--- src/rtl/serial_word_collector.sv ---
// Reassembles LSB-first serial words (one bit per clock, s marks bit 0) into a valid/ready holding register.
// Optional SERIAL_COLLECT_MAG_EN adds o_mag = |o_word| (two's complement magnitude, unsigned).
module serial_word_collector #(
  parameter int WIDTH = 12
) (
  input  logic             t_clk,
  input  logic             r,
  input  logic             i,
  input  logic             s,
  output logic [WIDTH-1:0] o_word,
  output logic             o_valid,
  input  logic             o_ready,
  output logic             o_abt,
`ifdef SERIAL_COLLECT_MAG_EN
  output logic [WIDTH-1:0] o_mag,
`endif
  output logic             o_ovf
);

  localparam int CW = (WIDTH > 1) ? $clog2(WIDTH) : 1;

  typedef enum logic [0:0] {
    IDLE  = 1'b0,
    SHIFT = 1'b1
  } state_t;

  state_t           state_r;
  logic [CW-1:0]    cnt_r;
  logic [WIDTH-1:0] shift_r;
  logic [WIDTH-1:0] word_s;
  logic             last_s;

`ifdef SERIAL_COLLECT_MAG_EN
  function automatic logic [WIDTH-1:0] mag_f(input logic [WIDTH-1:0] w);
    logic [WIDTH-1:0] m;
    if (w[WIDTH-1]) begin
      m = ~w + {{(WIDTH-1){1'b0}}, 1'b1};
    end else begin
      m = w;
    end
    return m;
  endfunction
`endif

  // Current shift contents with the incoming bit merged at the counter position.
  always_comb begin
    word_s        = shift_r;
    word_s[cnt_r] = i;
    last_s        = (cnt_r == CW'(WIDTH - 1));
  end

  // Word assembly state machine, holding register and status flags.
  always_ff @(posedge t_clk) begin
    if (r) begin
      state_r <= IDLE;
      cnt_r   <= {CW{1'b0}};
      shift_r <= {WIDTH{1'b0}};
      o_word  <= {WIDTH{1'b0}};
      o_valid <= 1'b0;
      o_abt   <= 1'b0;
      o_ovf   <= 1'b0;
`ifdef SERIAL_COLLECT_MAG_EN
      o_mag   <= {WIDTH{1'b0}};
`endif
    end else begin
      o_abt <= 1'b0;
      if (o_valid && o_ready) begin
        o_valid <= 1'b0;
      end else begin
        o_valid <= o_valid;
      end
      case (state_r)
        IDLE: begin
          if (s) begin
            shift_r <= {{(WIDTH-1){1'b0}}, i};
            cnt_r   <= CW'(1);
            state_r <= SHIFT;
          end else begin
            state_r <= IDLE;
          end
        end
        SHIFT: begin
          if (s) begin
            // A new start strobe abandons the partial word in progress.
            shift_r <= {{(WIDTH-1){1'b0}}, i};
            cnt_r   <= CW'(1);
            o_abt   <= 1'b1;
          end else if (last_s) begin
            shift_r <= word_s;
            cnt_r   <= {CW{1'b0}};
            state_r <= IDLE;
            if (!o_valid || o_ready) begin
              o_word  <= word_s;
              o_valid <= 1'b1;
`ifdef SERIAL_COLLECT_MAG_EN
              o_mag   <= mag_f(word_s);
`endif
            end else begin
              o_ovf <= 1'b1;
            end
          end else begin
            shift_r <= word_s;
            cnt_r   <= cnt_r + CW'(1);
          end
        end
        default: begin
          state_r <= IDLE;
          cnt_r   <= {CW{1'b0}};
        end
      endcase
    end
  end

endmodule

--- config.mk ---
export PLATFORM = sky130hd
export DESIGN_NAME = serial_word_collector
export DESIGN_NICKNAME = d
export VERILOG_FILES = /design/src/rtl/serial_word_collector.sv
export SDC_FILE = /design/constraint.sdc
export NUM_CORES = 1
export LEC_CHECK = 0
export CAP_MARGIN = 20
export CELL_PAD_IN_SITES_DETAIL_PLACEMENT = 0
export CELL_PAD_IN_SITES_GLOBAL_PLACEMENT = 2
export CORE_MARGIN = 2
export CORE_UTILIZATION = 31
export DETAILED_ROUTE_END_ITERATION = 7
export HOLD_SLACK_MARGIN = 0.08
export PLACE_DENSITY_LB_ADDON = 0.2
export SLEW_MARGIN = 15
export SYNTH_ARGS = -nofsm -noshare
export SYNTH_HDL_FRONTEND = slang
export SYNTH_SLANG_ARGS = --single-unit
export TNS_END_PERCENT = 20
--- constraint.sdc ---
create_clock -name t_clk -period 1.5 [get_ports t_clk]
set_clock_uncertainty 0.1 [all_clocks]
set_input_delay 0.3 -clock t_clk [delete_from_list [all_inputs] [get_ports t_clk]]
set_output_delay 0.3 -clock t_clk [all_outputs]
set_load 0.02 [all_outputs]
==> out/qor.csv <==
metric,value,unit
Mapped Nets,179,
H-tree Lvls,2,
Slew @ Worst Pin,0.318,ns
post-route minimum period,1.47,ns
diode count,0,
final count of negative-setup-slack endpoints,0,
number of distinct library cells after synthesis,31,
Yosys warnings,0,
Yosys top cell area share,38.0,%
Die Y-Extent,76.6,um
Reg area,631,um2
synth cell count leaders,"dfxtp_1 (31), mux2i_1 (19), nor2_1 (14), a31oi_1 (13), clkbuf_1 (11)",
Non-Filler Instances,275,
"Clk Latency, worst-skew pair",0.28,ns
Comb pwr share,8.7,%
"worst slack, placed",-0.200,ns
Leak,0.890,nW
worst reg2reg path startpoint,cnt_r[0]$_SDFFE_PP0P_,
Yosys reg bits,31,
"top cells by area, synth","dfxtp_1 (38%), mux2i_1 (12%), a211oi_2 (5.4%)",
Max VDD drop,352,uV
CP Max Fanout,6,
Clock Path Buffers,2,
Worst R2R End,o_word[4]$_SDFFE_PP0P_,
"Avg Cell Area, Syn",9.66,um2
vias,1386,
worst reg2reg path depth,5,
synthesized cell area,1630,um2
Fillers,521,
Top Ports,20,
Power Internal,1.45,mW
nature of the critical path endpoint,flop,
Max-slew headroom,78.5,%
R2R Setup Slk,0.03,ns
Cell Pwr Density,829,nW/um2
top_reg_cell synth,dfxtp_1,
Synth-to-Final Area Change,36.8,%
Post-route DRC,0,
Iter 0 DRT Violations,54,
Post-CTS Setup Bufs,0,
initial antenna violation count,0,
Max Cap Violations,0,
total power,1.85,mW
crit start category,flop,
Setup crit end,o_word[4]$_SDFFE_PP0P_,
Core Box Area,5110,um2
num rows,26,
worst path required time,1.60,ns
gr usage total,14.8,%
per-cell routed wire length,14.7,um
cell with the most instances after synthesis,dfxtp_1,
Initial DRT Pass Iterations,4,
Sw Ratio,21.9,%
Initial Utilization,32.0,%
Post-synth ARST share,0,%
Hold Path Origin,o_ovf$_SDFFE_PP0P_,
worst hold path type,flop to flop,
largest net degree at the start of global routing,20,
"Seq/Total Area, Yosys",38.0,%
Clock transition at path regs,0.07,ns
Mapped Cells,169,
outcome,finished clean,
Flop pwr share,45.3,%
CTS buffer count,5,
GRT Residual Overflow,0,
multi-input logic area,971,um2
Die Wd,76.6,um
final worst slack,0.0264,ns
Clock power frac,46.0,%
"wirelength, routed",4.05,mm
I/O Buffers,19,
sw power,0.406,mW
"area leader, netlist",dfxtp_1,
final hold viol count,0,
root buffer cell,clkbuf_8,
GPL Wtd Cong,0.745,
HPWL Detailed,2.86,mm
# nets final,214,
Worst EP arrival,1.57,ns
type of the worst setup path,flop to flop,
Via density,5.04,
Tcrit/Tclk final,98.2,%
post-route ant nets,0,
fmax,0.679,GHz
die area,5860,um2
fraction of layout cells with a size suffix above 1,32.2,%
Placed Cells,267,
first-pass GRT wire length,6.99,mm
"Slew Viols, Final",0,
unrepaired setup endpoints after global routing,true,
number of flops mapped to enable cells by yosys,0,
CTS tree,yes,
vias in the first global route,1394,
Critical Path Source,cnt_r[0]$_SDFFE_PP0P_,
clk sinks,31,
-- per-layer routing --
metal / wire length, um / vias up / track usage, %
li1: - / 690 / -
met1: 1960 / 673 / 19.0
met2: 1960 / 19 / 24.2
met3: 98 / 4 / 3.55
met4: 33 / 0 / 4.91
met5: 0 / - / 0
-- flip-flops by register name, summed over array words and instances, names as in the netlist --
| signal | cells |
|---|---|
| o_ovf | 1 |
| o_word | 12 |
| o_valid | 1 |
| state_r | 1 |
| o_abt | 1 |
| cnt_r | 4 |
| shift_r | 11 |
-- power groups by stage --
stage	Sequential (mW)	Combinational, mW	Clock, mW
floorplan	0.859	0.0758	0
global placement	0.860	0.151	0
detailed placement	0.860	0.153	0
CTS	0.839	0.156	0.878
global route	0.840	0.174	0.924
finish	0.840	0.161	0.852
-- critical path, cell delays in order, from the launching register on --
cell and delay (ns):
dfxtp_4 0.37, inv_1 0.11, ha_2 0.27, nand3b_1 0.13
mux2i_2 0.18, a211oi_2 0.23
-- layout by cell type, fill, tap and decap left out, types with 4 or more instances in the layout --
cell and n:
a21oi_1 5, nand2_1 4, nand4b_1 7, buf_4 22, nand2b_1 5, dlygate4sd2_1 15, dfxtp_1 27, clkbuf_8 6
a211oi_2 7, clkdlybuf4s50_1 4, a31oi_1 13, nand3b_1 8, mux2i_1 16, nor2_1 14, inv_1 5, nand3_1 5
a21bo_2 4
-- area by class of cell --
| cell class | instances | share of cell area (%) |
|---|---|---|
| clock buffers | 6 | 3.70 |
| clock inverters | 2 | 1.57 |
| inverters | 5 | 0.840 |
| multi-input cells | 116 | 43.5 |
| flip-flops and latches | 31 | 28.2 |
| well taps | 70 | 3.92 |
| repair buffers | 45 | 18.3 |
-- stage by stage --
step	hold WS, ns	area, um2	setup TNS [ns]	util, %
6_report	0.344	2230	0	43.7
4_1_cts	0.353	2210	-0.00995	43.2
3_5_place_dp	0.346	2080	-3.38	40.7
3_3_place_gp	0.340	2080	-2.55	40.7
2_1_floorplan	0.314	1650	0	-
5_1_grt	0.379	2230	-0.300	43.7
-- worst min-delay path by stage --
stage | slack (ns) | end | depth (start not counted)
after floorplan | 0.31 | o_abt$_SDFF_PP0_ | 2
after global placement | 0.34 | o_ovf$_SDFFE_PP0P_ | 2
after detailed placement | 0.35 | o_ovf$_SDFFE_PP0P_ | 2
after CTS | 0.35 | o_ovf$_SDFFE_PP0P_ | 2
after global routing | 0.38 | o_ovf$_SDFFE_PP0P_ | 2
final | 0.34 | o_ovf$_SDFFE_PP0P_ | 2
-- repair_timing --
item	CTS	global route
hold buffers	0	0
endpoints found under the setup margin	28	16
pin swaps	0	5
resized for setup	24	7
-- cells by family after synthesis --
family / count (synthesis) / synth area share (%)
AOI/OAI and AO/OA: 39 / 20.1
adders and majority gates: 5 / 3.83
buffers and inverters: 22 / 6.05
DFF: 31 / 38.0
muxes: 19 / 11.6
and+or+nand+nor: 53 / 20.4
No activity file was read; power rests on OpenSTA's default activity.
